[src/rtl/des_pkg.sv]
// Shared definitions for the DES key schedule: FSM encoding, per-round shift table,
// PC1 index table and C/D rotation helpers.
package des_pkg;

  typedef enum logic {
    ST_IDLE = 1'b0,
    ST_RUN  = 1'b1
  } state_t;

  // Left-shift count applied when producing round r from round r-1 (FIPS 46-3).
  localparam logic [1:0] SHIFT [1:16] = '{
    2'd1, 2'd1, 2'd2, 2'd2, 2'd2, 2'd2, 2'd2, 2'd2,
    2'd1, 2'd2, 2'd2, 2'd2, 2'd2, 2'd2, 2'd2, 2'd1
  };

  // PC1: output bit j (1-based) takes key bit PC1_TBL[j] (1-based, MSB first).
  localparam int unsigned PC1_TBL [1:56] = '{
    57, 49, 41, 33, 25, 17,  9,
     1, 58, 50, 42, 34, 26, 18,
    10,  2, 59, 51, 43, 35, 27,
    19, 11,  3, 60, 52, 44, 36,
    63, 55, 47, 39, 31, 23, 15,
     7, 62, 54, 46, 38, 30, 22,
    14,  6, 61, 53, 45, 37, 29,
    21, 13,  5, 28, 20, 12,  4
  };

  function automatic logic [1:0] shift_of(input logic [4:0] r);
    logic [1:0] n;
    n = 2'd2;
    for (int i = 1; i <= 16; i++) begin
      if (r == 5'(i)) n = SHIFT[i];
    end
    return n;
  endfunction

  // C occupies the upper 28 bits (FIPS bit 1 at the MSB), so a FIPS left shift
  // is an ordinary left rotate of each half.
  function automatic logic [55:0] rot_cd(input logic [55:0] cd, input logic [1:0] n,
                                         input logic left);
    logic [27:0] c;
    logic [27:0] d;
    c = cd[55:28];
    d = cd[27:0];
    if (left) begin
      c = (n == 2'd1) ? {c[26:0], c[27]} : {c[25:0], c[27:26]};
      d = (n == 2'd1) ? {d[26:0], d[27]} : {d[25:0], d[27:26]};
    end else begin
      c = (n == 2'd1) ? {c[0], c[27:1]} : {c[1:0], c[27:2]};
      d = (n == 2'd1) ? {d[0], d[27:1]} : {d[1:0], d[27:2]};
    end
    return {c, d};
  endfunction

endpackage

[src/rtl/des_key_sched_dec_if.sv]
// Key-in / subkey-out stream bundle for the DES key schedule.
// The `enc` sideband exists only when DES_KS_ENC_EN is defined.
interface des_key_sched_dec_if;
`ifdef DES_KS_ENC_EN
  logic        enc;
`endif
  logic        key_valid;
  logic        key_ready;
  logic [63:0] key;
  logic        subkey_valid;
  logic        subkey_ready;
  logic [47:0] subkey;
  logic [4:0]  round;     // 5 bits so that round 16 is representable
  logic        last;

  modport slave (
`ifdef DES_KS_ENC_EN
    input  enc,
`endif
    input  key_valid, key, subkey_ready,
    output key_ready, subkey_valid, subkey, round, last
  );

  modport master (
`ifdef DES_KS_ENC_EN
    output enc,
`endif
    output key_valid, key, subkey_ready,
    input  key_ready, subkey_valid, subkey, round, last
  );
endinterface

[src/rtl/des_pc1.sv]
// DES Permuted Choice 1: 64-bit key to 56-bit C||D, dropping the parity bits.
module des_pc1
  import des_pkg::*;
(
  input  logic [63:0] key,
  output logic [55:0] cd
);
  for (genvar j = 1; j <= 56; j++) begin : g_bit
    assign cd[56-j] = key[64-PC1_TBL[j]];
  end

  // Parity bits 8,16..64 sit at vector positions 56,48..0 and are not permuted.
  logic unused_parity;
  assign unused_parity = ^{key[56], key[48], key[40], key[32],
                           key[24], key[16], key[8],  key[0]};
endmodule

[src/rtl/des_pc2.sv]
// DES Permuted Choice 2: 56-bit C||D to the 48-bit round subkey.
module des_pc2 (
  input  logic [55:0] cd,
  output logic [47:0] subkey
);
  localparam int unsigned PC2_TBL [1:48] = '{
    14, 17, 11, 24,  1,  5,
     3, 28, 15,  6, 21, 10,
    23, 19, 12,  4, 26,  8,
    16,  7, 27, 20, 13,  2,
    41, 52, 31, 37, 47, 55,
    30, 40, 51, 45, 33, 48,
    44, 49, 39, 56, 34, 53,
    46, 42, 50, 36, 29, 32
  };

  for (genvar j = 1; j <= 48; j++) begin : g_bit
    assign subkey[48-j] = cd[56-PC2_TBL[j]];
  end

  // Positions 9,18,22,25,35,38,43,54 are discarded by PC2.
  logic unused_cd;
  assign unused_cd = ^{cd[47], cd[38], cd[34], cd[31], cd[21], cd[18], cd[13], cd[2]};
endmodule

[src/rtl/des_key_sched_dec.sv]
// Sequential DES key schedule emitting K16..K1 (decryption order) over valid/ready.
// Define DES_KS_ENC_EN to add an `enc` input selecting K1..K16 order instead.
module des_key_sched_dec
  import des_pkg::*;
(
  input logic               clk,
  input logic               rst,
  des_key_sched_dec_if.slave bus
);
  state_t      state_q, state_d;
  logic [55:0] cd_q, cd_d;
  logic [55:0] cd_load;
  logic [4:0]  round_q, round_d;
  logic [4:0]  last_round;
`ifdef DES_KS_ENC_EN
  logic        enc_q, enc_d;
`endif

  des_pc1 u_pc1 (.key(bus.key), .cd(cd_load));
  des_pc2 u_pc2 (.cd(cd_q), .subkey(bus.subkey));

`ifdef DES_KS_ENC_EN
  assign last_round = enc_q ? 5'd16 : 5'd1;
`else
  assign last_round = 5'd1;
`endif

  assign bus.key_ready    = (state_q == ST_IDLE);
  assign bus.subkey_valid = (state_q == ST_RUN);
  assign bus.round        = round_q;
  assign bus.last         = (state_q == ST_RUN) && (round_q == last_round);

  always_comb begin
    // NOTE: every variable gets a hold default first so no path can infer a latch.
    state_d = state_q;
    cd_d    = cd_q;
    round_d = round_q;
`ifdef DES_KS_ENC_EN
    enc_d   = enc_q;
`endif
    case (state_q)
      ST_IDLE: begin
        if (bus.key_valid) begin
          state_d = ST_RUN;
`ifdef DES_KS_ENC_EN
          enc_d = bus.enc;
          if (bus.enc) begin
            // K1 needs C1D1, so the first left shift happens at load.
            cd_d    = rot_cd(cd_load, 2'd1, 1'b1);
            round_d = 5'd1;
          end else begin
            cd_d    = cd_load;
            round_d = 5'd16;
          end
`else
          cd_d    = cd_load;
          round_d = 5'd16;
`endif
        end
      end
      ST_RUN: begin
        if (bus.subkey_ready) begin
          if (round_q == last_round) begin
            state_d = ST_IDLE;
            round_d = 5'd0;
          end else begin
`ifdef DES_KS_ENC_EN
            if (enc_q) begin
              cd_d    = rot_cd(cd_q, shift_of(round_q + 5'd1), 1'b1);
              round_d = round_q + 5'd1;
            end else begin
              cd_d    = rot_cd(cd_q, shift_of(round_q), 1'b0);
              round_d = round_q - 5'd1;
            end
`else
            // Undo the left shift that produced this round: C(r-1) = rotr(C(r)).
            cd_d    = rot_cd(cd_q, shift_of(round_q), 1'b0);
            round_d = round_q - 5'd1;
`endif
          end
        end
      end
      default: state_d = ST_IDLE;
    endcase
  end

  // NOTE: sequential state uses non-blocking assignments so all flops update together.
  always_ff @(posedge clk or posedge rst) begin
    if (rst) begin
      state_q <= ST_IDLE;
      cd_q    <= '0;
      round_q <= '0;
`ifdef DES_KS_ENC_EN
      enc_q   <= 1'b0;
`endif
    end else begin
      state_q <= state_d;
      cd_q    <= cd_d;
      round_q <= round_d;
`ifdef DES_KS_ENC_EN
      enc_q   <= enc_d;
`endif
    end
  end
endmodule

[src/flat_wrapper.sv]
// flat-port wrapper written by rule: the top's interface ports become plain ports
module des_key_sched_dec_flat import des_pkg::*;
  (clk, rst, bus_key_valid, bus_key, bus_subkey_ready, bus_key_ready, bus_subkey_valid, bus_subkey, bus_round, bus_last);
  des_key_sched_dec_if bus_i ();
  input logic clk;
  input logic rst;
  input wire logic [$bits(bus_i.key_valid)-1:0] bus_key_valid;
  input wire logic [$bits(bus_i.key)-1:0] bus_key;
  input wire logic [$bits(bus_i.subkey_ready)-1:0] bus_subkey_ready;
  output wire logic [$bits(bus_i.key_ready)-1:0] bus_key_ready;
  output wire logic [$bits(bus_i.subkey_valid)-1:0] bus_subkey_valid;
  output wire logic [$bits(bus_i.subkey)-1:0] bus_subkey;
  output wire logic [$bits(bus_i.round)-1:0] bus_round;
  output wire logic [$bits(bus_i.last)-1:0] bus_last;
  assign bus_i.key_valid = bus_key_valid;
  assign bus_i.key = bus_key;
  assign bus_i.subkey_ready = bus_subkey_ready;
  assign bus_key_ready = bus_i.key_ready;
  assign bus_subkey_valid = bus_i.subkey_valid;
  assign bus_subkey = bus_i.subkey;
  assign bus_round = bus_i.round;
  assign bus_last = bus_i.last;
  des_key_sched_dec u_core (.clk(clk), .rst(rst), .bus(bus_i));
endmodule
[config.mk]
export PLATFORM = sky130hd
export DESIGN_NAME = des_key_sched_dec_flat
export DESIGN_NICKNAME = d
export VERILOG_FILES = /design/src/rtl/des_pkg.sv /design/src/rtl/des_key_sched_dec_if.sv /design/src/rtl/des_pc1.sv /design/src/rtl/des_pc2.sv /design/src/rtl/des_key_sched_dec.sv /design/src/flat_wrapper.sv
export SDC_FILE = /design/constraint.sdc
export NUM_CORES = 1
export LEC_CHECK = 0
export ABC_AREA = 1
export CAP_MARGIN = 20
export CORE_UTILIZATION = 30
export CTS_CLUSTER_DIAMETER = 120
export CTS_CLUSTER_SIZE = 16
export DETAILED_ROUTE_END_ITERATION = 6
export PLACE_DENSITY_LB_ADDON = 0.2
export RECOVER_POWER = 50
export SLEW_MARGIN = 0
export SYNTH_ARGS = -nofsm -noshare
export SYNTH_HDL_FRONTEND = slang
export SYNTH_HIERARCHICAL = 1
export SYNTH_SLANG_ARGS = --single-unit
[constraint.sdc]
create_clock -name clk -period 2.8 [get_ports clk]
set_input_delay 0.56 -clock clk [delete_from_list [all_inputs] [get_ports clk]]
set_output_delay 0.56 -clock clk [all_outputs]
set_load 0.005 [all_outputs]
======== Word-level counts from Yosys, hierarchy flattened ========
Index checks and enable logic that the tools add are counted.
storage, ports and cells
  flip-flop bits (word level) ............. 62
  latch bits .............................. 0
  RAM bits ................................ 0
  ROM bits ................................ 0
  input port bits ......................... 68
  output and inout bits ................... 56
  memories kept ........................... 0
cells by class
  add/subtract/negate cells ............... 1
  multiply operators ...................... 0
  divide/modulo/power cells ............... 0
  $lt $le $gt $ge ......................... 0
  equal/unequal tests ..................... 20
  shift-type cells ........................ 0
  muxes and demuxes ....................... 32
  bitwise gates (word level) .............. 1
  reduce and logical (&&, ||, !) cells .... 3
operators with widths
  operator             number
  $mux 56              3
  $pmux 56 s2          1
  $mux 28              2
  $eq 5x4->1 const B   8
  $mux 2               18
  $eq 5x3->1 const B   4
  $mux 5               3
  $eq 5x2->1 const B   2
  $pmux 5 s2           1
  $ne 2x2->1 const B   3
  $eq 5x1->1 const B   1
  $eq 5x5->1 const B   1
  $sub 5x1->5 const B  1
  $mux 1               3
  $reduce_and 3->1     1
  $eq 2x1->1 const B   1
  $pmux 1 s2           1
  $reduce_and 2->1     1
  $logic_and 1x1->1    1
  $not 1->1            1

======== Longest topological paths before layout ========
  depth in word-level cells ............... 24
  gate-level depth with buffers ........... 12
  depth with buffers taken out ............ 10

======== Modules after synthesis ========
Netlist, hierarchy kept.
by module, submodules not included
  module             times used  cells an instance  area an instance (µm²)  seq. area each (µm²)
  des_key_sched_dec  1           545                3,862.5                 1,551.5
  des_pc1            1           56                 420.4                   0.0
  des_pc2            1           48                 360.3                   0.0

======== Worst setup path before layout ========
OpenSTA, ideal clock, no wires.
  path kind ............................... register to register
  start ................................... reg u_core.round_q[0], in the netlist u_core/bus.round[0]
  end ..................................... reg u_core.cd_q[0]
  setup time .............................. 122 ps
  data arrival time ....................... 1,449 ps
  data required time ...................... 2,678 ps
  slack ................................... 1,229 ps
  stages on the path, launching flop included .. 11
  path buffers ............................ 2
  cells stage by stage .................... dfrtp_1 inv_1 ha_1 inv_1 nand3_1 nand2_1 buf_2 buf_4 nand3_1 nand3_1 a21oi_1
between the ends
  word-level cells in the longest chain between the ends .. 24
ends and longest elaborated chain
  what                    line                     RTL
  from (decl)             des_key_sched_dec.sv:13  logic [4:0] round_q, round_d;
  from (signal assigned)  des_key_sched_dec.sv:99  round_q <= round_d;
  $eq 5x2->1              des_pkg.sv:32            if (r == 5'(i)) n = SHIFT[i];
  $mux 2 (15 in series)   des_pkg.sv:32
  $mux 2                  des_key_sched_dec.sv:63  if (round_q == last_round) begin
  $mux 2                  des_key_sched_dec.sv:62  if (bus.subkey_ready) begin
  $mux 2                  des_key_sched_dec.sv:41  case (state_q)
  $eq 2x1->1              des_pkg.sv:50            d = (n == 2'd1) ? {d[0], d[27:1]} : {d[1:0], d[27:2]};
  $mux 28                 des_pkg.sv:50
  $mux 56                 des_key_sched_dec.sv:63
  $mux 56                 des_key_sched_dec.sv:62
  $pmux 56 s2             des_key_sched_dec.sv:41
  to (signal assigned)    des_key_sched_dec.sv:91  cd_q <= '0;
  to (signal assigned)    des_key_sched_dec.sv:98  cd_q <= cd_d;
  to (decl)               des_key_sched_dec.sv:11  logic [55:0] cd_q, cd_d;
Parallel ways exist; a longest one is shown, timed or not. The select of a mux whose other input is x is not followed.
A chain may end at the register's enable or synchronous reset.

======== Final worst setup path ========
  start ................................... reg u_core.round_q[1], in the netlist u_core/bus.round[1]
  end ..................................... out bus_last
between the ends
  word-level cells in the longest chain between the ends .. 2
ends and longest elaborated chain
  what               line                     RTL
  $eq 5x1->1         des_key_sched_dec.sv:31  assign bus.last = (state_q == ST_RUN) && (round_q == last_round);
  $logic_and 1x1->1  des_key_sched_dec.sv:31
  to (decl)          flat_wrapper.sv:14       output wire logic [$bits(bus_i.last)-1:0] bus_last;
Every way passes these cells.

==> results_dict.tcl <==
set metrics [dict create \
    vias 3977 \
    synth.ff_latch_count 62 \
    cts_made_buffers 9 \
    cell_depth_of_the_worst_min_delay_path 2 \
    grt_pass1_wl_um 19400 \
    clock-root-buffer "clkbuf_16" \
    place_congestion 0.764 \
    maxSlewViolCount 0 \
    grt_start_max_net_pins 63 \
    worst_ep_required_time_ps 2240 \
    detail_route.iter0.violations 235 \
    holdCritPathClass "reg -> reg" \
    clockBufferDepth 2 \
    cp_data_arrival_time_ps 1860 \
    synth.cell_area_um2 4640 \
    critical_path.startpoint "u_core/bus.round[1]$_DFFE_PP0P_" \
    rows 45 \
    powerDensity_nw_per_um2 1210 \
    vias_per_cell 4.77 \
    area_growth_syn_to_layout_pct 16.5 \
    layout_worst_path_cycle_share_pct 86.4 \
    timing.final.crit_period_ps 2420 \
    final-hold-violation-count 0 \
    buffer_ports.inserted 115 \
    grt_pass1_vias 3844 \
    synth-edff-count 0 \
    timing.critical_path.fanout_max 5 \
    grt_setup_unrepaired "false" \
    synthTopCellsByArea "dfrtp_1 (33%), buf_4 (19%), nand3_1 (13%), a21oi_1 (12%), nand2_1 (5.3%)" \
    floorplan.initialDensity_pct 30.7 \
    power.static_leakage_nw 2.58 \
    design_power_total_mw 6.56 \
    run_status "finished clean" \
    worstSetupEndpoint "bus_last" \
    die_w_um 126 \
    r2r-start "u_core/bus.round[0]$_DFFE_PP0P_" \
    worst_skew_pair.late_latency_ps 330 \
    die_h_um 126 \
    instance_count_of_the_mapped_netlist 649 \
    cts_tree "yes" \
    regArea_um2 1550 \
    detailedRoute.firstPassIterationCount 4 \
    cts_hold_buffers 0 \
    power.ir.vdd_worst_mv 0.639 \
    ios 124 \
    synthDistinctLibCells 21 \
    path_clk_slew_ps 60 \
    reg2regPathDepth 9 \
    postSynthNetCount 722 \
    routed_wl_um 11800 \
    die-area_um2 16000 \
    yosys_warnings 6 \
    drc_errors 0 \
    place.detailed.hpwl_um 7760 \
    share_of_cells_above_drive_strength_1_pct 6.04 \
    htreeDepth 3 \
    grt_overflow_total 0 \
    crit-reg2reg-capture "u_core/cd_q[12]$_DFFE_PP0P_" \
    min_from "u_core/cd_q[38]$_DFFE_PP0P_" \
    numClockSinks 62 \
    cts_post_setup_buffers_inserted 0 \
    critical_path.startpoint_type "flop" \
    yosys.cell_count.top_type "buf_4" \
    fmax_ghz 0.413 \
    postRouteAntennaNets 0 \
    antenna_found_initial 0 \
    synthTopCellsByCount "buf_4 (120), nand3_1 (117), a21oi_1 (113)" \
    nets 714 \
    multiInputGateArea_um2 1770 \
    antennaDiodeCount 0 \
    ff2ff_setup_slack_ps 710 \
    setup_tns_ps 0 \
    globalRouteTotalUtil_pct 15.2 \
    critical_path_class "reg -> out" \
    cell_taking_the_most_area_after_synthesis "dfrtp_1" \
    ctsResizeCount 0 \
    worst_hold_slack_ps 530 \
    standard_cell_core_area_um2 15100 \
    avgSynthCellArea_um2 7.15 \
    clock_skew_ps 4.38 \
    fillers 1599 \
    detail_route.wl_per_cell_um 14.1 \
    synth_top_area_share_pct 33.4 \
    critical_path.endpoint_type "output pin" \
    slew_headroom_pct 59.0 \
    worstMarginPinSlew_ps 615 \
    max-cap-violations 0 \
    timing.final.setup_violations 0 \
    yosysSeqAreaShare_pct 33.4 \
    synthArstFlopShare_pct 100 \
    ys.flop_type "dfrtp_1" \
]
[how the worst min path moves through the flow]
stage	endpoint	slack, ps
after global placement	u_core/cd_q[13]$_DFFE_PP0P_	510
after global routing	u_core/cd_q[47]$_DFFE_PP0P_	560
after detailed placement	u_core/cd_q[38]$_DFFE_PP0P_	530
after CTS	u_core/cd_q[38]$_DFFE_PP0P_	540
final	u_core/cd_q[38]$_DFFE_PP0P_	530
after floorplan	u_core/cd_q[18]$_DFFE_PP0P_	490
[final cells by class]
cell class,instances,area share [%]
clock inverters,7,2.08
multi-input cells,372,32.7
repair buffers,128,23.3
well taps,188,4.35
clock buffers,9,4.16
flip-flops and latches,62,28.7
inverters,68,4.72
[per-stage QoR]
stage	utilization [%]	instance area, µm²	setup WS [ps]	cells
final	35.7	5410	380	834
after CTS	35.7	5410	360	834
after detailed placement	33.5	5080	667	818
after global placement	33.5	5080	719	818
after global routing	35.7	5410	283	834
after floorplan	-	4640	699	649
[kinds of logic after synthesis]
family,synth area share (%)
buf+inv,28.6
flops,33.4
compound gates,13.0
fa+ha+maj,1.35
simple gates,23.2
xor+xnor,0.377
[routing by layer]
| layer | wire [µm] | GRT usage, % | share of wire (%) | vias to the layer above |
|---|---|---|---|---|
| li1 | - | - | - | 1976 |
| met1 | 5490 | 19.3 | 47 | 1886 |
| met2 | 5560 | 25.5 | 47 | 105 |
| met3 | 606 | 3.75 | 5.2 | 10 |
| met4 | 110 | 4.75 | 0.94 | 0 |
| met5 | 0 | 0 | 0 | - |
[power by group]
| part | internal (mW) | switching [mW] | total, mW | leakage [nW] |
|---|---|---|---|---|
| Sequential | 1.29 | 0.316 | 1.61 | 0.651 |
| Clock | 0.864 | 0.418 | 1.28 | 0.165 |
| Combinational | 1.51 | 2.16 | 3.67 | 1.77 |
[sequential cells by signal, summed over array words and instances (netlist names)]
register	count
u_core/cd_q	56
u_core/bus.round	5
u_core/bus.subkey_valid	1
[placed cells by master, fill, tap and decap left out, types with 9 or more instances in the layout]
cell	n
a21oi_1	113
buf_4	12
clkbuf_16	9
clkdlybuf4s50_1	91
dfrtp_1	62
dlygate4sd3_1	24
inv_1	64
nand2_1	64
nand3_1	117
nor2_1	57
[worst max-delay path, stage by stage (launching register included)]
cell,delay [ps]
dfrtp_1,420
inv_1,150
ha_1,210
nand4_1,150
inv_1,90
clkdlybuf4s50_1,510
Power figures use the tool's default switching activity.
